**src/rtl/mux_scan_sequencer.sv**
```systemverilog
// Scan sequencer for a 4:1 MUX. It steps the selects through 00..11, holds each
// value for HOLD_CYCLES clocks, samples f, and reports all four samples with a done strobe.
module mux_scan_sequencer #(
  parameter int HOLD_CYCLES = 4
) (
  input  logic       clk,
  input  logic       rst_n,
  input  logic       start,
  input  logic       cont,
  input  logic       f_in,
  output logic       s0,
  output logic       s1,
  output logic       busy,
  output logic       done,
  output logic [3:0] result
);

  localparam int CNT_W = $clog2(HOLD_CYCLES + 1);
  localparam logic [CNT_W-1:0] LAST = CNT_W'(HOLD_CYCLES - 1);

  typedef enum logic [1:0] {IDLE, DRIVE, DONE} state_t;

  state_t           state;
  logic [1:0]       sel;
  logic [CNT_W-1:0] cnt;
  logic [2:0]       shadow;

  assign s0 = sel[0];
  assign s1 = sel[1];

  always_ff @(posedge clk) begin
    if (!rst_n) begin
      state  <= IDLE;
      sel    <= 2'b00;
      cnt    <= '0;
      shadow <= 3'b000;
      busy   <= 1'b0;
      done   <= 1'b0;
      result <= 4'b0000;
    end else begin
      done <= 1'b0;
      case (state)
        IDLE: begin
          sel  <= 2'b00;
          busy <= 1'b0;
          if (start) begin
            state <= DRIVE;
            cnt   <= '0;
            busy  <= 1'b1;
          end
        end
        DRIVE: begin
          if (cnt == LAST) begin
            cnt <= '0;
            case (sel)
              2'd0:    shadow[0] <= f_in;
              2'd1:    shadow[1] <= f_in;
              2'd2:    shadow[2] <= f_in;
              default: ;
            endcase
            // The last channel goes straight into result so done and data line up.
            if (sel != 2'd3) begin
              sel <= sel + 2'd1;
            end else begin
              state  <= DONE;
              result <= {f_in, shadow};
              done   <= 1'b1;
            end
          end else begin
            cnt <= cnt + CNT_W'(1);
          end
        end
        DONE: begin
          sel <= 2'b00;
          cnt <= '0;
          if (cont) begin
            state <= DRIVE;
          end else begin
            state <= IDLE;
            busy  <= 1'b0;
          end
        end
        default: begin
          state <= IDLE;
          sel   <= 2'b00;
          cnt   <= '0;
          busy  <= 1'b0;
        end
      endcase
    end
  end

endmodule

```
**config.mk**
```make
export PLATFORM = sky130hd
export DESIGN_NAME = mux_scan_sequencer
export DESIGN_NICKNAME = d
export VERILOG_FILES = /design/src/rtl/mux_scan_sequencer.sv
export SDC_FILE = /design/constraint.sdc
export NUM_CORES = 1
export LEC_CHECK = 0
export ABC_AREA = 1
export CORE_ASPECT_RATIO = 0.9
export CORE_MARGIN = 5
export CORE_UTILIZATION = 40
export CTS_CLUSTER_SIZE = 24
export DETAILED_ROUTE_END_ITERATION = 12
export GPL_ROUTABILITY_DRIVEN = 0
export HOLD_SLACK_MARGIN = 0.05
export SYNTH_ARGS = -nofsm -noshare
export SYNTH_HDL_FRONTEND = slang
export SYNTH_SLANG_ARGS = --single-unit
```
**constraint.sdc**
```tcl
create_clock -name clk -period 3 [get_ports clk]
set_clock_uncertainty 0.1 [all_clocks]
set_input_delay 0.3 -clock clk [delete_from_list [all_inputs] [get_ports clk]]
set_output_delay 0.3 -clock clk [all_outputs]
set_load 0.02 [all_outputs]
```
Yosys cells after proc, flatten, opt, wreduce, memory -nomap -nowiden
Cells that the tools add are included.

$add $sub $neg: 2. Eq/ne operators: 10. Multiplexer cells: 12. Bitwise gates (word level): 2. Reductions and logical operators: 11.

Operator list (number): $reduce_and 3->1 (6); $ne 2x2->1 const B (5); $mux 2 (3); $mux 3 (2); $pmux 2 s3 (1); $pmux 3 s2 (1); $reduce_and 2->1 (3); $eq 2x1->1 const B (2); $eq 2x2->1 const B (2); $logic_not 2->1 (2); $mux 1 (4); $add 3x1->3 const B (1); $eq 3x2->1 const B (1); $pmux 1 s3 (1); $add 2x1->2 const B (1); $not 1->1 (2).

Flip-flop bits (word level): 16. Bits of input ports: 5. Output and inout port bits: 8. Word-level logic and storage cells: 46.

Depth between registers and ports, before layout
Gate-level depths: netlist of the first run.

Depth after elaboration: 4. Mapped depth: 7. Gate-level depth less buffers: 7.

Worst setup path before layout of the first run
OpenSTA, ideal clock, no wires.

Path kind: reg-to-reg. From: register sel[1]. To: register result[0]. Setup time: 113 ps. Arrival: 1125 ps. Data required time: 2787 ps. Slack: 1662 ps. Stages on the path, launching flop included: 7. Path buffers: 0. Period minus slack after synthesis: 1338 ps. Cells stage by stage: dfxtp_1 -> ha_1 -> nand3_2 -> nor2_4 -> nand2_1 -> nand2_1 -> nor2_1.

Cells in the longest elaborated chain, start to end: 3.

Ends and longest elaborated chain: start, declared (RTL line 24) `logic [1:0] sel;`; start signal, assigned (RTL line 63) `sel <= sel + 2'd1;`; $ne 2x2->1 (RTL line 62) `if (sel != 2'd3) begin`; $not 1->1 (no source line); $reduce_and 3->1 (no source line); end signal, assigned (RTL line 66) `result <= {f_in, shadow};`; end, declared (RTL line 15) `output logic [3:0] result`.

No other way between the ends. A chain may end at the register's enable or synchronous reset.

Worst setup path after layout of the first run
From: register sel[1]. To: output s1.

RTL lines: end, declared (RTL line 12) `output logic s1,`.

No word-level cell between the ends.

==> results.tsv, run 1 <==
stage	metric	value	unit
run_status	status	finished, final reports clean	
sta	Final Max Tran Viols	0	
pwr	VDD IR max	0.238	mV
placed_design	port bufs	12	
drt	Total Wirelength	1450	um
pwr	Pwr Total	0.404	mW
sta	slew margin rel.	74.4	%
drt	DRC violations left	0	
synthesis	FF+latch count, synth	16	
finish	net count reported at finish	131	
worst_setup_path	Critical R2R Capture	result[2]	
worst_setup_path	worst-path cell chain	clkdlybuf4s50_1	
worst_setup_path	CP max stage delay	0.64	ns
pwr	P per Cell Area	433	mW/mm^2
clocking	Reg clk slew, reported paths	0.10	ns
worst_setup_path	CP max FO	5	
floorplanning	Die X-Extent	55.8	um
synthesis	Synth area leader	dfxtp_1	
floorplanning	die area	0.00286	sq mm
drt	Post-DRT Antenna Nets	0	
floorplanning	boundary pin count	13	
worst_setup_path	critical path arrival	1.35	ns
sta	Period minus WS final	1.75	ns
worst_setup_path	Buf/Inv on CP	1	
synthesis	syn avg cell area	7.19	sq um
grt	GR Overflow Total	0	
clocking	CTS root buf	clkbuf_4	
sta	Slew @ Worst Pin	0.383	ns
worst_setup_path	CP endpoint	s1	
drt	DRT Pass-1 Iters	5	
worst_setup_path	reg2reg setup slack	1.63	ns
clocking	clock net sink count	16	
grt	largest net degree at the start of global routing	11	
worst_setup_path	Crit path depth	1	
clocking	PostCTS Resize Cnt	0	
worst_setup_path	CP Class	reg2out	
synthesis	top cells by count, synth	25 x nand2_1, 17 x inv_1, 16 x dfxtp_1, 14 x nor2_1, 10 x nand3_1	
worst_setup_path	Worst Path Required	2.60	ns
clocking	CTS tree	built	
synthesis	Yosys warnings	0	
synthesis	main flop type after synthesis	dfxtp_1	
floorplanning	Die Ht	51.2	um
worst_setup_path	Worst Setup Start Kind	register	
synthesis	mapped cell area	754	sq um
sta	hold_ws	0.386	ns
finish	Layout fillers	176	
clocking	Hold-fix buffers, CTS	0	
sta	Hold Fails Final Rpt	0	
worst_setup_path	CP Launch Point	sel[1]	
sta	RSZ-0062 raised after global routing	no	
drt	initial drt markers	9	
finish	storage element area	320	sq um
clocking	post-CTS setup repair buffer count	0	
clocking	clock buffer depth	2	
sta	Peak Freq	0.572	GHz
finish	area of the multi-input gates	355	sq um
synthesis	number of synthesized flops with an enable pin	0	
sta	setup TNS	0	ns
synthesis	FFs w/ async S/R, synth	0	%
run	reported max-cap violation count	0	
hold_path	Hold WC Path Type	reg2reg	
synthesis	synthesized instance count	105	
sta	Final Cycle Share	58.2	%
worst_setup_path	slowest CP cell	clkdlybuf4s50_1	
drt	per-cell routed wire length	10.0	um
grt	initial antenna violation count	0	
pwr	Lkg Pwr	0.388	nW
synthesis	Seq/Total Area, Yosys	42.5	%
clocking	H-tree depth	1	
worst_setup_path	RR Startpoint	sel[1]	
grt	Overall Global Routing Usage	11.4	%
worst_setup_path	CP delay by family, top	buffers and inverters	
floorplanning	# rows	14	
drt	Via Count	659	
synthesis	Synth area leaders	dfxtp_1 42%, nand2_1 12%, inv_1 8.5%	
finish	Area Growth Syn to Fin	23.7	%
synthesis	most numerous cell in the Yosys netlist	nand2_1	
synthesis	Yosys top cell area share	42.5	%
grt	vias in the first global route	578	
clocking	clock buffer count from CTS	3	
floorplanning	effective utilization at floorplan	43.5	%
floorplanning	CORE AREA	0.00173	sq mm
grt	first-pass GRT wire length	2530	um
finish	layout cells sized above 1	9.17	%
hold_path	Hold Path Stages	2	
finish	ant diodes	0	
clocking	later-pin clock latency in the skew report	0.29	ns
worst_setup_path	worst r2r path cells	6	
synthesis	count of cell types in the netlist	17	
worst_setup_path	Worst setup EP type	primary output	
sta	Final setup viols	0	
synthesis	net count after synthesis	115	
drt	Vias/cell	4.58	
placed_design	dpl hpwl	1090	um
## worst min path at each step
stage | from | to | slack, ns
floorplan | cnt[1] | cnt[1] | 0.35
global placement | result[0] | result[0] | 0.36
detailed placement | cnt[1] | cnt[1] | 0.37
CTS | result[3] | result[3] | 0.39
global route | result[1] | result[1] | 0.42
finish | result[3] | result[3] | 0.39
## final cells by class
| class | count | share of cell area [%] |
|---|---|---|
| multi-input cells | 69 | 38.1 |
| clock buffers | 4 | 3.89 |
| well taps | 24 | 3.22 |
| repair buffers | 12 | 12.9 |
| flip-flops and latches | 16 | 34.3 |
| inverters | 19 | 7.64 |
## cell families (layout without fill, tap and decap cells)
logic type                 after synthesis  after routing  share of synthesized area, %
DFF                                     16             16                          42.5
and+or+nand+nor                         57             57                          34.2
adders and majority gates                5              5                          8.29
AOI/OAI and AO/OA                        7              7                          4.64
buffers and inverters                   20             35                          10.4
## registers in the layout (all words and copies together) (netlist names)
signal	count
shadow	3
state	2
sel	2
result	4
done	1
busy	1
cnt	3
## layer usage
metal	wire (um)	vias to the layer above	GRT usage (%)
met3	68	3	3.53
li1	-	348	-
met4	18	0	6.07
met2	616	13	17.3
met1	744	295	14.5
met5	0	-	0
## where the power goes
part	total (mW)	switching [mW]	internal [mW]
Sequential	0.220	0.00332	0.217
Clock	0.147	0.0732	0.0740
Combinational	0.0363	0.0222	0.0141
Total	0.404	0.0988	0.305
## worst min-delay path: cells and delay by family (launching register included)
kind / cells / cell delay (ns)
AND/OR/NAND/NOR: 2 / 0.14
flip-flops: 1 / 0.32
## cells in the final DEF (no fill, tap or decap), types with 3 or more instances in the layout
master            n
inv_1            17
nand2_1          25
clkbuf_4          3
clkdlybuf4s50_1  12
a21oi_1           5
nor2_1           14
dfxtp_1          16
nand3_1          10
ha_1              5
## per-stage QoR
step	util, %	instances	area [sq um]	worst slack (ns)
after detailed placement	51.7	140	897	1.32
final	53.8	144	933	1.25
after global routing	53.8	144	933	1.17
after global placement	51.7	140	897	1.35
after CTS	53.8	144	933	1.24
after floorplan	-	105	754	1.66
No activity file was read; power rests on OpenSTA's default activity.
==> inputs of run 2 (changes only) <==
==> constraint.sdc (replaced) <==
create_clock -name clk -period 1.8 [get_ports clk]
set_clock_uncertainty 0.1 [all_clocks]
set_input_delay 0.18 -clock clk [delete_from_list [all_inputs] [get_ports clk]]
set_output_delay 0.18 -clock clk [all_outputs]
set_load 0.02 [all_outputs]
==> results.tsv, run 2 (synthesis results as in run 1) <==
stage	metric	value	unit
hold_path	WHS Endpoint	cnt[1]	
finish	final design utilization	54.3	%
placed_design	port bufs	12	
finish	commonest non-fill, non-tap cell in the layout	nand2_1	
finish	net count reported at finish	132	
clocking	H-tree depth	1	
grt	largest net degree at the start of global routing	10	
sta	Final Cycle Share	89.8	%
hold_path	Hold WC Path Type	reg2reg	
clocking	clock buffer depth	2	
finish	Biggest register	result	
finish	Layout fillers	173	
sta	Final setup viols	0	
worst_setup_path	slowest CP cell	clkdlybuf4s50_1	
worst_setup_path	Worst Setup Start Kind	register	
worst_setup_path	Worst Path Required	1.52	ns
clocking	Reg clk slew, reported paths	0.09	ns
floorplanning	Die Ht	51.2	um
sta	RSZ-0062 raised after global routing	no	
finish	most frequent cells in the layout	25 x nand2_1, 17 x inv_1, 16 x dfxtp_1	
clocking	PostCTS Resize Cnt	0	
finish	max reg flops	4	
pwr	P per Cell Area	706	mW/mm^2
drt	Post-DRT Antenna Nets	0	
grt	vias in the first global route	584	
worst_setup_path	critical path arrival	1.34	ns
sta	Slew @ Worst Pin	0.281	ns
run_status	status	finished, final reports clean	
drt	Vias/cell	4.50	
floorplanning	effective utilization at floorplan	43.5	%
worst_setup_path	CP max stage delay	0.64	ns
worst_setup_path	RR Startpoint	sel[0]	
clocking	CTS root buf	clkbuf_4	
floorplanning	# rows	14	
worst_setup_path	Worst setup EP type	primary output	
clocking	CTS tree	built	
grt	GR Overflow Total	0	
grt	first-pass GRT wire length	2430	um
finish	area of the multi-input gates	355	sq um
worst_setup_path	CP Class	reg2out	
hold_path	hold path startpoint	cnt[1]	
clocking	clock buffer count from CTS	3	
clocking	later-pin clock latency in the skew report	0.28	ns
sta	setup TNS	0	ns
finish	largest registers	result x4, cnt x3, shadow x3	
sta	Peak Freq	0.619	GHz
grt	Overall Global Routing Usage	10.8	%
worst_setup_path	Critical R2R Capture	result[0]	
worst_setup_path	CP delay by family, top	buffers and inverters	
floorplanning	CORE AREA	0.00173	sq mm
worst_setup_path	worst-path cell chain	clkdlybuf4s50_1	
clocking	post-CTS setup repair buffer count	0	
drt	Via Count	652	
finish	layout cells sized above 1	9.92	%
sta	slew margin rel.	81.2	%
finish	ant diodes	0	
worst_setup_path	reg2reg setup slack	0.49	ns
finish	Area Growth Syn to Fin	24.7	%
floorplanning	boundary pin count	13	
floorplanning	die area	0.00286	sq mm
hold_path	Hold Path Stages	2	
floorplanning	Die X-Extent	55.8	um
worst_setup_path	Buf/Inv on CP	1	
run	reported max-cap violation count	0	
sta	Period minus WS final	1.62	ns
clocking	Hold-fix buffers, CTS	0	
worst_setup_path	CP Launch Point	sel[0]	
worst_setup_path	worst r2r path cells	6	
finish	storage element area	320	sq um
pwr	VDD IR max	0.424	mV
drt	DRT Pass-1 Iters	4	
grt	initial antenna violation count	0	
drt	initial drt markers	7	
drt	DRC violations left	0	
worst_setup_path	CP max FO	5	
clocking	clock net sink count	16	
drt	Total Wirelength	1320	um
placed_design	dpl hpwl	1030	um
sta	Hold Fails Final Rpt	0	
pwr	Lkg Pwr	0.393	nW
sta	Final Max Tran Viols	0	
drt	per-cell routed wire length	9.10	um
==> run 2: changes by cell type in the layout (fill, tap and decap cells not counted), sizes merged <==
cell / delta
buf: +1
==> run 2: layer usage <==
layer	GRT usage (%)	share of wire, %
met3	6.05	6.3
met2	16.3	42
met1	13.3	51
met5	0	0
met4	2.43	0.53
==> run 2: worst max-delay path by stage <==
stage           endpoint  cells past startpoint  slack, ns
2_1_floorplan  result[0]                      6       0.46
3_3_place_gp        busy                      5       0.46
3_5_place_dp        busy                      5       0.47
4_1_cts               s0                      1       0.17
5_1_grt               s0                      1       0.10
6_report              s0                      1       0.18
==> run 2: final cells by class <==
| cell class | count | share of cell area, % |
|---|---|---|
| clock buffer | 4 | 3.86 |
| inverter | 19 | 7.58 |
| timing repair buffer | 13 | 13.6 |
| sequential | 16 | 34.0 |
| tap | 24 | 3.19 |
| multi-input combinational | 69 | 37.8 |
==> run 2: tightest hold or removal path: cells and delay by family, from the launching register on <==
| kind | cells | cell delay, ns |
|---|---|---|
| DFF | 1 | 0.32 |
| and+or+nand+nor | 2 | 0.12 |
==> run 2: per-stage QoR <==
stage / std cells / area, sq um / worst slack, ns / power [mW] / hold WS [ns]
final: 145 / 941 / 0.183 / 0.664 / 0.378
after global routing: 145 / 941 / 0.105 / 0.705 / 0.401
after CTS: 145 / 941 / 0.171 / 0.675 / 0.384
after detailed placement: 141 / 905 / 0.471 / 0.438 / 0.368
after global placement: 141 / 905 / 0.461 / 0.437 / 0.364
after floorplan: 105 / 754 / 0.462 / 0.415 / 0.252
==> run 2: power by group <==
| group | internal (mW) | switching [mW] | leakage, nW |
|---|---|---|---|
| Sequential | 0.362 | 0.00496 | 0.130 |
| Clock | 0.123 | 0.111 | 0.0210 |
| Combinational | 0.0250 | 0.0377 | 0.242 |
| Total | 0.510 | 0.154 | 0.393 |
==> inputs of run 3 (changes only) <==
--- a/config.mk
+++ b/config.mk
@@ -12,6 +12,7 @@
 export CTS_CLUSTER_SIZE = 24
 export DETAILED_ROUTE_END_ITERATION = 12
 export GPL_ROUTABILITY_DRIVEN = 0
+export GPL_TIMING_DRIVEN = 0
 export HOLD_SLACK_MARGIN = 0.05
 export SYNTH_ARGS = -nofsm -noshare
 export SYNTH_HDL_FRONTEND = slang
==> results.tsv, run 3 (synthesis results as in run 1) <==
stage	metric	value	unit
drt	per-cell routed wire length	9.03	um
sta	Hold Fails Final Rpt	0	
sta	Period minus WS final	1.61	ns
grt	first-pass GRT wire length	2330	um
finish	Area Growth Syn to Fin	23.4	%
finish	Final Cell Area	931	sq um
worst_setup_path	CP max stage delay	0.63	ns
drt	Via Count	643	
worst_setup_path	critical path arrival	1.33	ns
clocking	clock buffer depth	2	
run_status	status	finished, final reports clean	
placed_design	dpl cell area	895	sq um
drt	Vias/cell	4.47	
clocking	Hold-fix buffers, CTS	0	
floorplanning	# rows	14	
floorplanning	CORE AREA	0.00173	sq mm
floorplanning	Die Ht	51.2	um
pwr	P per Cell Area	709	mW/mm^2
sta	Slew @ Worst Pin	0.253	ns
floorplanning	boundary pin count	13	
worst_setup_path	worst-path cell chain	clkdlybuf4s50_1	
sta	Final setup viols	0	
run	reported max-cap violation count	0	
finish	ant diodes	0	
sta	RSZ-0062 raised after global routing	no	
worst_setup_path	CP delay by family, top	buffers and inverters	
finish	most frequent cells in the layout	25 x nand2_1, 17 x inv_1, 16 x dfxtp_1	
finish	Layout fillers	177	
clocking	CTS tree	built	
clocking	CTS root buf	clkbuf_4	
worst_setup_path	CP Class	reg2out	
worst_setup_path	slowest CP cell	clkdlybuf4s50_1	
floorplanning	effective utilization at floorplan	43.5	%
sta	Final Cycle Share	89.3	%
pwr	VDD IR max	0.534	mV
placed_design	dpl hpwl	1020	um
finish	area of the multi-input gates	355	sq um
floorplanning	Die X-Extent	55.8	um
grt	vias in the first global route	570	
drt	DRT Pass-1 Iters	4	
worst_setup_path	Worst Path Required	1.52	ns
pwr	Lkg Pwr	0.389	nW
worst_setup_path	Buf/Inv on CP	1	
clocking	H-tree depth	1	
clocking	Reg clk slew, reported paths	0.09	ns
placed_design	port bufs	11	
sta	Peak Freq	0.622	GHz
finish	Biggest register	result	
grt	Overall Global Routing Usage	10.7	%
finish	net count reported at finish	131	
worst_setup_path	reg2reg setup slack	0.47	ns
finish	max reg flops	4	
drt	Post-DRT Antenna Nets	0	
finish	final design utilization	53.7	%
clocking	later-pin clock latency in the skew report	0.28	ns
hold_path	Hold WC Path Type	in2reg	
finish	largest registers	result x4, cnt x3, shadow x3	
worst_setup_path	CP max FO	5	
finish	Layout Cells excl Fill	144	
grt	GR Overflow Total	0	
sta	slew margin rel.	83.1	%
finish	layout cells sized above 1	10.0	%
clocking	clock buffer count from CTS	3	
clocking	PostCTS Resize Cnt	0	
worst_setup_path	Worst setup EP type	primary output	
drt	DRC violations left	0	
clocking	post-CTS setup repair buffer count	0	
drt	Total Wirelength	1300	um
placed_design	placed insts	140	
sta	Final Max Tran Viols	0	
finish	storage element area	320	sq um
grt	largest net degree at the start of global routing	11	
worst_setup_path	Worst Setup Start Kind	register	
clocking	clock net sink count	16	
floorplanning	die area	0.00286	sq mm
drt	initial drt markers	6	
sta	setup TNS	0	ns
grt	initial antenna violation count	0	
finish	commonest non-fill, non-tap cell in the layout	nand2_1	
pwr	Pwr Total	0.660	mW
[run 3: changes by cell type in the layout (fill, tap and decap cells not counted), sizes merged]
cell,delta
clkdlybuf4s50,-1
[run 3: cell type report]
| class | instances | share of cell area, % |
|---|---|---|
| timing repair buffer | 11 | 11.8 |
| tap | 24 | 3.23 |
| inverter | 19 | 7.66 |
| multi-input combinational | 69 | 38.2 |
| buffer | 1 | 0.806 |
| sequential | 16 | 34.4 |
| clock buffer | 4 | 3.90 |
[run 3: final timing paths]
check	from	endpoint	cells past startpoint
hold / removal	rst_n	result[1]	3
setup reg to reg	sel[1]	result[2]	6
hold reg to reg	cnt[1]	cnt[1]	2
setup / recovery	sel[1]	s1	1
[run 3: per-layer routing]
metal | GRT usage [%] | wire length (um) | share of wire, %
met3 | 5.79 | 85 | 6.5
met5 | 0 | 0 | 0
met2 | 16.9 | 583 | 45
met4 | 4.05 | 10 | 0.77
met1 | 12.2 | 621 | 48
[run 3: where the power goes]
part	switching (mW)	total [mW]	leakage, nW	internal, mW
combinational	0.0365	0.0596	0.238	0.0231
clock	0.111	0.234	0.0210	0.123
sequential	0.00503	0.367	0.130	0.362
[run 3: per-stage QoR]
| step | hold slack [ns] | setup WS [ns] |
|---|---|---|
| after floorplan | 0.252 | 0.462 |
| after global placement | 0.361 | 0.482 |
| after detailed placement | 0.365 | 0.464 |
| after CTS | 0.0684 | 0.175 |
| after global routing | 0.0665 | 0.115 |
| final | 0.0772 | 0.193 |
